File: config.mk
export PLATFORM = sky130hd
export DESIGN_NAME = line_mem_arbiter
export DESIGN_NICKNAME = d
export VERILOG_FILES = /design/src/rtl/line_mem_arbiter.sv
export SDC_FILE = /design/constraint.sdc
export NUM_CORES = 1
export LEC_CHECK = 0
export ABC_AREA = 0
export CAP_MARGIN = 25
export CORE_AREA = 3 3 514 516
export CTS_CLUSTER_SIZE = 14
export DETAILED_ROUTE_END_ITERATION = 7
export DIE_AREA = 0 0 517 519
export PLACE_DENSITY = 0.3
export SLEW_MARGIN = 20
export SYNTH_ARGS = -nofsm -noshare
export SYNTH_HDL_FRONTEND = slang
export SYNTH_SLANG_ARGS = --single-unit
File: constraint.sdc
create_clock -name clk -period 25.4 [get_ports clk]
set_input_delay 2.54 -clock clk [delete_from_list [all_inputs] [get_ports clk]]
set_output_delay 2.54 -clock clk [all_outputs]
set_load 0.02 [all_outputs]
File: src/rtl/line_mem_arbiter.sv
// line_mem_arbiter: round-robin arbiter of I-cache and D-cache line traffic onto one memory port
//   clk, reset         : clock, asynchronous active-high reset
//   i_read/i_address   : I-cache line read request, held until i_resp
//   i_resp/i_rdata     : one-cycle completion pulse and returned line (held until next i_resp)
//   d_read/d_write     : D-cache line read / write-back request, held until d_resp
//   d_address/d_wdata  : D-cache line address and write-back data
//   d_resp/d_rdata     : one-cycle completion pulse and returned line (held until next d_resp)
//   pmem_read/write    : memory strobes, held steady for the whole access
//   pmem_address/wdata : latched address and write data
//   pmem_resp/rdata    : memory completion pulse and read data
module line_mem_arbiter #(
  parameter int ADDR_WIDTH = 16,
  parameter int LINE_WIDTH = 256
) (
  input  logic                  clk,
  input  logic                  reset,
  input  logic                  i_read,
  input  logic [ADDR_WIDTH-1:0] i_address,
  output logic                  i_resp,
  output logic [LINE_WIDTH-1:0] i_rdata,
  input  logic                  d_read,
  input  logic                  d_write,
  input  logic [ADDR_WIDTH-1:0] d_address,
  input  logic [LINE_WIDTH-1:0] d_wdata,
  output logic                  d_resp,
  output logic [LINE_WIDTH-1:0] d_rdata,
  output logic                  pmem_read,
  output logic                  pmem_write,
  output logic [ADDR_WIDTH-1:0] pmem_address,
  output logic [LINE_WIDTH-1:0] pmem_wdata,
  input  logic                  pmem_resp,
  input  logic [LINE_WIDTH-1:0] pmem_rdata
);
  typedef enum logic [1:0] {IDLE, SERVE_I, SERVE_D, RELEASE} state_t;
  state_t state, state_n;
  logic i_pend, d_pend, grant_d, last_d, is_write;
  assign i_pend = i_read;
  assign d_pend = d_read | d_write;
  // D wins when alone, or on a tie when I was granted last (last_d resets to I)
  assign grant_d = d_pend & (~i_pend | ~last_d);
  always_ff @(posedge clk or posedge reset)
    if (reset) state <= IDLE;
    else state <= state_n;
  // Strobes and resp are decoded from state so an async reset drops them at once
  always_comb begin
    state_n = state;
    pmem_read = 1'b0;
    pmem_write = 1'b0;
    i_resp = 1'b0;
    d_resp = 1'b0;
    unique case (state)
      IDLE: state_n = (i_pend | d_pend) ? (grant_d ? SERVE_D : SERVE_I) : IDLE;
      SERVE_I: begin
        pmem_read = 1'b1;
        state_n = pmem_resp ? RELEASE : SERVE_I;
      end
      SERVE_D: begin
        pmem_read = ~is_write;
        pmem_write = is_write;
        state_n = pmem_resp ? RELEASE : SERVE_D;
      end
      RELEASE: begin
        i_resp = ~last_d;
        d_resp = last_d;
        state_n = IDLE;
      end
      default: state_n = IDLE;
    endcase
  end
  // Per-client line registers double as the returned-line hold registers
  always_ff @(posedge clk or posedge reset)
    if (reset) begin
      last_d <= 1'b0;
      is_write <= 1'b0;
      pmem_address <= '0;
      pmem_wdata <= '0;
      i_rdata <= '0;
      d_rdata <= '0;
    end else begin
      if (state == IDLE && (i_pend | d_pend)) begin
        pmem_address <= grant_d ? d_address : i_address;
        last_d <= grant_d;
        if (grant_d) begin
          pmem_wdata <= d_wdata;
          is_write <= d_write;
        end
      end
      if (state == SERVE_I && pmem_resp) i_rdata <= pmem_rdata;
      if (state == SERVE_D && pmem_resp) d_rdata <= pmem_rdata;
    end
endmodule

==> impl_metrics.tcl <==
set metrics [dict create \
    holdWs_ns 0.475 \
    synth_simple_gate_area_share_pct 0.389 \
    leakagePower_nw 20.9 \
    first_pass_iters 4 \
    post_cts_buffers 0 \
    arrival_ns 7.23 \
    fp.dieArea_um2 268000 \
    skew_ns 0.0279 \
    dr.first_iter.drc_count 785 \
    cts-resized-gates 0 \
    grt_antenna_before_repair 107 \
    layout_commonest_cell "clkdlybuf4s50_1" \
    synth_top_cell_area_share_pct 65.3 \
    async_reset_ff_share_pct 100 \
    p_per_area_nw_per_um2 150 \
    finalHoldViolations 0 \
    die_x_um 517 \
    avgSynthCellArea_um2 17.5 \
    most-common-layout-cells "clkdlybuf4s50_1 (1337), dfrtp_1 (788), mux2_2 (569), mux2_4 (200), clkbuf_16 (108)" \
    hp-start "pmem_address[2]" \
    gp_congestion 0.810 \
    num_vias 20800 \
    synth_top_family_by_area "multiplexers" \
    rows 187 \
    setup_violations 0 \
    maxCapViolCount 0 \
    ys_seq_area_share_pct 65.3 \
    die_h_um 519 \
    coreArea_um2 260000 \
    yosys.area_share.xor_xnor_pct 0 \
    synthCells 1722 \
    min_period_ns 6.65 \
    slowest_delay_ns 0.85 \
    gr-total-overflow 0 \
    hp-class "flip-flop to flip-flop" \
    cts_hold_buffers 0 \
    cp_slowest_cell "buf_4" \
    place_hpwl_mm 149 \
    post_drt_wl_per_cell_um 27.6 \
    critPathLaunchType "primary input" \
    cp_max_fo 47 \
    critPathRequiredTime_ns 25.98 \
    cts_tree "yes" \
    post-route-period-util_pct 26.2 \
    rsz0062_at_grt "no" \
    synth-adder-area-share_pct 0.207 \
    pre_cts_ws_ns 17.96 \
    syn_nets 2277 \
    status "completed" \
    total_power_mw 7.69 \
    portBuffers 1337 \
    syn_to_final_growth_pct 69.2 \
    io_pins 1338 \
    rr_startpoint "state[0]" \
    fin_ws_ns 18.75 \
    grt_pass1_wl_mm 237 \
    initial_utilization_pct 11.6 \
    numClockSinks 788 \
    setup-tns-final_ns 0 \
    timing.final.max_slew_violations 0 \
    dp.cells 6399 \
    yosys_warnings 0 \
    ys_ff_latch 788 \
    routed_via_density 3.14 \
    synth_compound_area_share_pct 0.410 \
    final_cells 6627 \
    worstMarginPinSlew_ns 0.990 \
    synthMuxAreaShare_pct 31.7 \
    synth_area_leaders "dfrtp_1 (65%), mux2_2 (21%), mux2_4 (9.9%)" \
    drc_errors 0 \
    synth_top_area_cell "dfrtp_1" \
    crit_top_cell "buf_4" \
    yosysUniqueCellTypes 20 \
    drive_gt1_share_pct 30.1 \
    synth-edff-count 0 \
    clock_latency_ns 0.73 \
    path_class "primary input to flip-flop" \
    cp_cell_sequence "clkdlybuf4s50_1 > o2bb2ai_2 > buf_4 > or2_4 > buf_4 > buf_4 > buf_4 > mux2_4" \
    grt_usage_pct 13.2 \
    cts-buffers-inserted 106 \
    ant_nets 0 \
    clockRootBuffer "clkbuf_16" \
    grt_max_degree 134 \
    finalNetCount 3661 \
    wl_mm 183 \
    endpoint_kind "flip-flop" \
    crit_start "d_write" \
    cts_buffer_depth 3 \
    syn_area_um2 30200 \
    synth_ff_type "dfrtp_1" \
    clk_pin_slew_ns 0.06 \
    grt_pass1_vias 22500 \
    relSlewSlack_pct 34.0 \
    vdd_drop_max_uv 55.6 \
    cts_max_level 3 \
    fmax_mhz 150 \
]
[cells in the mapped netlist, types with 4 or more instances]
library cell and instances:
buf_1 4, buf_2 50, buf_6 27, clkbuf_1 9
dfrtp_1 788, ha_1 5, inv_1 4, mux2_2 569
mux2_4 200, mux2i_1 16, nand2_1 20, o21ai_0 17
[where the power goes]
part           internal [mW]  switching, mW
logic                   1.91           1.94
clock network          0.895          0.628
registers               1.91          0.406
total                   4.71           2.98
[per-layer routing]
layer	global-route usage (%)	share of wire (%)	vias up
met5	0	0.32	-
met4	2.30	1.8	94
met3	8.04	14	275
met2	21.1	45	1033
met1	15.1	39	10500
li1	-	-	8945
[per-stage QoR]
| step | util (%) | cell area [um^2] |
|---|---|---|
| 2_1_floorplan | - | 30200 |
| 3_3_place_gp | 18.3 | 47500 |
| 3_5_place_dp | 18.3 | 47500 |
| 4_1_cts | 19.6 | 51000 |
| 5_1_grt | 19.6 | 51000 |
| 6_report | 19.7 | 51100 |
[path summary, 6_finish.rpt]
kind | end | slack, ns | cells past startpoint
max in group asynchronous | pmem_wdata[101] | 19.63 | 6
hold reg to reg | pmem_address[2] | 0.48 | 2
setup / recovery | pmem_wdata[26] | 18.75 | 8
min in group asynchronous | i_rdata[40] | 2.26 | 2
setup reg to reg | d_rdata[204] | 20.59 | 8
hold / removal | pmem_address[2] | 0.48 | 2
[layout make-up]
| type | count | area, um^2 |
|---|---|---|
| antenna | 33 | 82.6 |
| clock buffer | 171 | 3190 |
| clock inverter | 23 | 277 |
| fill | 28000 | 209000 |
| inverter | 4 | 22.5 |
| multi-input combinational | 840 | 9910 |
| sequential | 788 | 19700 |
| tap | 3402 | 4260 |
| timing repair buffer | 1366 | 13600 |
[kinds of logic (layout without fill, tap and decap cells)]
kind of cell,count (synthesis),after routing
flip-flops,788,788
multiplexers,785,785
buffers and inverters,94,1564
AND/OR/NAND/NOR,28,28
AO/OA/AOI/OAI,22,22
adder cells (fa/ha/maj),5,5
other,0,33
[worst max-delay path: cells and delay by family]
family / cells / cell delay (ns)
buffers and inverters: 5 / 3.28
multiplexers: 1 / 0.35
AO/OA/AOI/OAI: 1 / 0.18
AND/OR/NAND/NOR: 1 / 0.65
[registers in the layout, summed over array words and instances, names as in the netlist]
name and count:
last_d 1, state 2, i_rdata 256, pmem_wdata 256
is_write 1, d_rdata 256, pmem_address 16
No activity file was read; power rests on OpenSTA's default activity.
==> patch 1 (same flow settings) <==
Register the output `pmem_wdata` once more; this adds one clock of latency there. The other outputs are not delayed to match.
--- a/src/rtl/line_mem_arbiter.sv
+++ b/src/rtl/line_mem_arbiter.sv
@@ -32,6 +32,8 @@
   input  logic [LINE_WIDTH-1:0] pmem_rdata
 );
   typedef enum logic [1:0] {IDLE, SERVE_I, SERVE_D, RELEASE} state_t;
+
+  logic [LINE_WIDTH-1:0] pmem_wdata_s0;
   state_t state, state_n;
   logic i_pend, d_pend, grant_d, last_d, is_write;
   assign i_pend = i_read;
@@ -73,7 +75,7 @@
       last_d <= 1'b0;
       is_write <= 1'b0;
       pmem_address <= '0;
-      pmem_wdata <= '0;
+      pmem_wdata_s0 <= '0;
       i_rdata <= '0;
       d_rdata <= '0;
     end else begin
@@ -81,12 +83,16 @@
         pmem_address <= grant_d ? d_address : i_address;
         last_d <= grant_d;
         if (grant_d) begin
-          pmem_wdata <= d_wdata;
+          pmem_wdata_s0 <= d_wdata;
           is_write <= d_write;
         end
       end
       if (state == SERVE_I && pmem_resp) i_rdata <= pmem_rdata;
       if (state == SERVE_D && pmem_resp) d_rdata <= pmem_rdata;
     end
+  always_ff @(posedge clk) begin
+    pmem_wdata <= pmem_wdata_s0;
+  end
+
 endmodule
 
Check against the original RTL: not equivalent (Yosys sat finds a counterexample within 4 cycles, from zero or initial values and one cycle with reset high).
==> patch 1 against the original RTL <==
- utilization is 2.5 points higher
- power rose by 14%
- cell area is 12% higher
- synthesized cell count grew 15%
- setup slack improved by 960 ps
- register-to-register slack improved by 790 ps
- clock skew grew 71 ps
- sequential power is 28% higher
- area after synthesis is 17% higher
- sequential cell count up 256
- count of clock-buffer cells in the layout up 47
- wire length rose by 0.86%
- critical path type unchanged
- largest power group unchanged
==> patch 1: results (changes against the original RTL) <==
- Count of nets after finishing: 3951 (+7.9%)
- Clk root buf: sky130_fd_sc_hd__clkbuf_16
- Post-Syn Instances: 1978 (+15%)
- Overall routed net length: 184000 um (+0.86%)
- ClkCell Share: 8.05% (+1.3 points)
- Worst-skew pair later-pin latency: 800 ps (+70 ps)
- N_diodes: 40 (+21%)
- Pin count of the biggest net entering global routing: 122 (-9.0%)
- Die span in x: 517 um (unchanged)
- Placed Instances: 6654 (+4.0%)
- Via count of the first global-routing pass: 24600 (+9.2%)
- Count of multi-input combinational gates: 840 (unchanged)
- Post-CTS Resized: 0 (unchanged)
- Final HPWL DP: 146000 um (-1.7%)
- Biggest fanout along the worst timing path: 51 (+8.5%)
- Delay of the slowest critical-path stage: 720 ps (-130 ps)
- Seq/Total Area, Yosys: 70.3% (+5.0 points)
- Number of buffers inserted during clock tree synthesis: 139 (+31%)
- Pre-CTS setup slack: 18830 ps (+875 ps)
- Total number of vias: 22600 (+8.4%)
- Most frequent cells after synthesis: 788 x sky130_fd_sc_hd__dfrtp_1, 569 x sky130_fd_sc_hd__mux2_2, 256 x sky130_fd_sc_hd__dfxtp_1
- Share of post-route cells with drive strength above 1: 28.7% (-1.3 points)
- Routed via count divided by cell count: 3.25 (+3.4%)
- Non-Filler Cell Area, Final: 57500 sq um (+12%)
- Flops & latches, synth: 1044 (+32%)
- Clkbuf count: 218 (+27%)
- Reported leakage power: 23.6 nW (+13%)
- Skew final: 98.7 ps (+70.9 ps)
- Reg area: 24800 sq um (+26%)
- Antenna violations before repair: 130 (+21%)
- Gr usage total: 13.4% (+0.17 points)
- Number of fill cells: 27500 (-2.0%)
- Synth async-reset ratio: 75.5% (-25 points)
- Layout non-clock buf frac: 23.9% (-2.8 points)
- Wire length of the first global-routing pass: 242000 um (+1.9%)
- Number of nets produced by synthesis: 2533 (+11%)
- Top cells by area in the synthesized netlist: sky130_fd_sc_hd__dfrtp_1 56%, sky130_fd_sc_hd__mux2_2 18%, sky130_fd_sc_hd__dfxtp_1 15%
- Number of H-tree branching levels: 4 (+1)
- VDD IR-drop max: 59.7 uV (+7.4%)
- Weighted congestion reported at the end of routability-driven placement: 0.784 (-3.2%)
- Number of DRC markers after the initial detailed-route iteration: 822 (+4.7%)
- Repair and plain buffers: 1367 (+0.073%)
- Least-Margin Pin Slew: 1080 ps (+94.2 ps)
- Cell area after placement: 52700 sq um (+11%)
- Distinct cell type count of the synthesized netlist: 21 (+5.0%)
- Status: finished, final reports clean
- Arrival time of the worst setup path: 6310 ps (-920 ps)
-- patch 1: cells by family (layout without fill, tap and decap cells) --
| family | after synthesis | after routing | share of synthesized area (%) |
|---|---|---|---|
| flops | 1044 | 1044 | 70.3 |
| mux | 785 | 785 | 27.1 |
| buf+inv | 94 | 1623 | 1.75 |
| simple gates | 28 | 28 | 0.333 |
| compound gates | 22 | 22 | 0.351 |
| fa+ha+maj | 5 | 5 | 0.177 |
| other cells | 0 | 40 | 0 |
-- patch 1: path summary, 6_finish.rpt --
kind	start	to	slack, ps	cells past startpoint
setup / recovery	pmem_resp	i_rdata[223]$_DFFE_PP0P_	19710	6
hold / removal	pmem_wdata_s0[15]$_DFFE_PP0P_	pmem_wdata[15]$_DFF_P_	320	0
setup reg to reg	state[1]$_DFF_PP0_	i_rdata[223]$_DFFE_PP0P_	21380	7
hold reg to reg	pmem_wdata_s0[15]$_DFFE_PP0P_	pmem_wdata[15]$_DFF_P_	320	0
max in group asynchronous	reset	d_rdata[10]$_DFFE_PP0P_	20260	6
min in group asynchronous	reset	d_rdata[189]$_DFFE_PP0P_	2260	2
-- patch 1: worst max-delay path, delay by kind of cell --
kind                   cells  cell delay, ps
multiplexers               1             410
AND/OR/NAND/NOR            1             650
buffers and inverters      4            2450
-- patch 1: metal layers --
| metal | vias to the layer above | share of wire, % | global-route usage (%) |
|---|---|---|---|
| met4 | 94 | 3.0 | 3.78 |
| li1 | 9787 | - | - |
| met1 | 11200 | 35 | 13.7 |
| met5 | - | 0.32 | 0 |
| met3 | 368 | 15 | 9.07 |
| met2 | 1149 | 47 | 21.9 |
-- patch 1: power breakdown --
part	total, mW	switching, mW	internal [mW]	leakage (nW)
Sequential	2.96	0.429	2.53	11.5
Combinational	3.85	1.94	1.91	9.94
Clock	1.97	0.831	1.14	2.23
==> patch 2 (config.mk and constraints unchanged) <==
Without the edit above. Set the parameter `ADDR_WIDTH` to 17 (it was 16).
--- a/src/rtl/line_mem_arbiter.sv
+++ b/src/rtl/line_mem_arbiter.sv
@@ -9,7 +9,7 @@
 //   pmem_address/wdata : latched address and write data
 //   pmem_resp/rdata    : memory completion pulse and read data
 module line_mem_arbiter #(
-  parameter int ADDR_WIDTH = 16,
+  parameter int ADDR_WIDTH = 17,
   parameter int LINE_WIDTH = 256
 ) (
   input  logic                  clk,
Interface: changed (resized d_address, i_address and pmem_address); port bits go from 1338 to 1341. The function was not compared with the original's and may differ.
==> patch 2 against the original RTL <==
- non-clock buffer count increased by 3
- power increased by 0.35%
- sequential cell count grew 1
- clock power rose by 3%
- count of clock-buffer cells in the layout decreased by 2
- setup slack improved by 370 ps
- wire length decreased by 3.4%
- utilization up 0.10 points
- cell area grew 0.51%
- sequential share of layout area is 0.15 points lower
- hold slack hardly changed
- area after synthesis up 0.14%
- critical endpoint is now i_rdata[210]$_DFFE_PP0P_
- largest cell class unchanged
==> patch 2: results (changes against the original RTL) <==
- Overall routed net length: 177000 um (-3.4%)
- Number of DRC markers after the initial detailed-route iteration: 806 (+2.7%)
- Status: finished, final reports clean
- Worst hold slack: 475 ps (-0.0200 ps)
- Top cells by area in the synthesized netlist: sky130_fd_sc_hd__dfrtp_1 65%, sky130_fd_sc_hd__mux2_2 21%, sky130_fd_sc_hd__mux2_4 9.9%
- Seq/Total Area, Yosys: 65.3% (about the same)
- Clkbuf count: 169 (-1.2%)
- Skew final: 56.4 ps (+28.5 ps)
- Part of the total power dissipated in combinational logic: 49.8% (-0.3 points)
- Number of buffers inserted during clock tree synthesis: 109 (+2.8%)
- Wire length of the first global-routing pass: 231000 um (-2.8%)
- Least-Margin Pin Slew: 1180 ps (+191 ps)
- Launch point of the worst hold path: pmem_address[6]$_DFFE_PP0P_
- Startpoint of the worst register-to-register path: state[1]$_DFF_PP0_
- VDD IR-drop max: 63.2 uV (+14%)
- Delay of the slowest critical-path stage: 670 ps (-180 ps)
- Repair and plain buffers: 1369 (+0.22%)
- FF-to-FF End: i_rdata[210]$_DFFE_PP0P_
- Count of buffers inserted at the top-level ports: 1340 (+0.22%)
- Multi-input combinational area share: 19.3% (-0.061 points)
- Pin count of the biggest net entering global routing: 114 (-15%)
- Placed Instances: 6405 (+0.094%)
- ClkCell Share: 7.09% (+0.31 points)
- Gr usage total: 12.7% (-0.47 points)
- Switching component of the power: 2.96 mW (-0.40%)
- Number of nets produced by synthesis: 2283 (+0.26%)
- Arrival time of the worst setup path: 6860 ps (-370 ps)
- Most frequent cells after synthesis: 789 x sky130_fd_sc_hd__dfrtp_1, 569 x sky130_fd_sc_hd__mux2_2, 200 x sky130_fd_sc_hd__mux2_4
- Routed via count divided by cell count: 3.14 (-0.25%)
- Post-Syn Instances: 1726 (+0.23%)
- Reg area: 19700 sq um (+0.13%)
- Power, Total: 7.71 mW (+0.35%)
- Destination of the worst hold path: pmem_address[6]$_DFFE_PP0P_
- Count of nets after finishing: 3673 (+0.33%)
- Count of multi-input combinational gates: 843 (+0.36%)
- N_diodes: 24 (-27%)
- Deepest clock path buffer count: 3 (unchanged)
- Power consumed by the clock network: 1.56 mW (+3%)
- Weighted congestion reported at the end of routability-driven placement: 0.839 (+3.5%)
- Cell accounting for the most synthesized area: sky130_fd_sc_hd__dfrtp_1
- Share of post-route cells with drive strength above 1: 30.4% (+0.31 points)
- Number of logic inverters in the finished layout: 4 (unchanged)
- Layout non-clock buf frac: 26.7% (about the same)
- Slack of the worst reg-to-reg path: 20700 ps (+110 ps)
- Origin of the worst setup path: pmem_resp
- Reported leakage power: 21.1 nW (+0.70%)
- Antenna violations before repair: 104 (-2.8%)
## patch 2: cell types whose count changed after synthesis
cell	before	now
sky130_fd_sc_hd__dfrtp_1	788	789
sky130_fd_sc_hd__mux2i_1	16	17
sky130_fd_sc_hd__nand2_1	20	21
sky130_fd_sc_hd__o21ai_0	17	18
## patch 2: per-stage QoR
step / util, % / setup slack [ps] / instance area (sq um)
floorplan: - / 706 / 30300
global placement: 18.3 / 18260 / 47600
detailed placement: 18.3 / 18190 / 47600
CTS: 19.7 / 19040 / 51200
global route: 19.8 / 18910 / 51300
finish: 19.8 / 19120 / 51400
## patch 2: worst max-delay path by stage
stage / end / slack [ps]
2_1_floorplan: d_rdata[0]$_DFFE_PP0P_ / 710
5_1_grt: i_rdata[209]$_DFFE_PP0P_ / 18910
3_5_place_dp: i_rdata[205]$_DFFE_PP0P_ / 18190
6_report: i_rdata[210]$_DFFE_PP0P_ / 19120
4_1_cts: i_rdata[210]$_DFFE_PP0P_ / 19040
3_3_place_gp: i_rdata[203]$_DFFE_PP0P_ / 18260
## patch 2: per-layer routing
metal,routed length (um),GRT usage [%]
met1,66800,14.2
met2,79200,20.2
met3,26500,8.60
met4,3400,2.13
met5,621,0
## patch 2: cell families (layout without fill, tap and decap cells)
kind of cell / count (synthesis) / count (layout) / share of synthesized area, %
compound gates: 23 / 23 / 0.426
fa+ha+maj: 5 / 5 / 0.207
buf+inv: 94 / 1570 / 2.04
flops: 789 / 789 / 65.3
mux: 786 / 786 / 31.7
other cells: 0 / 24 / 0
simple gates: 29 / 29 / 0.401
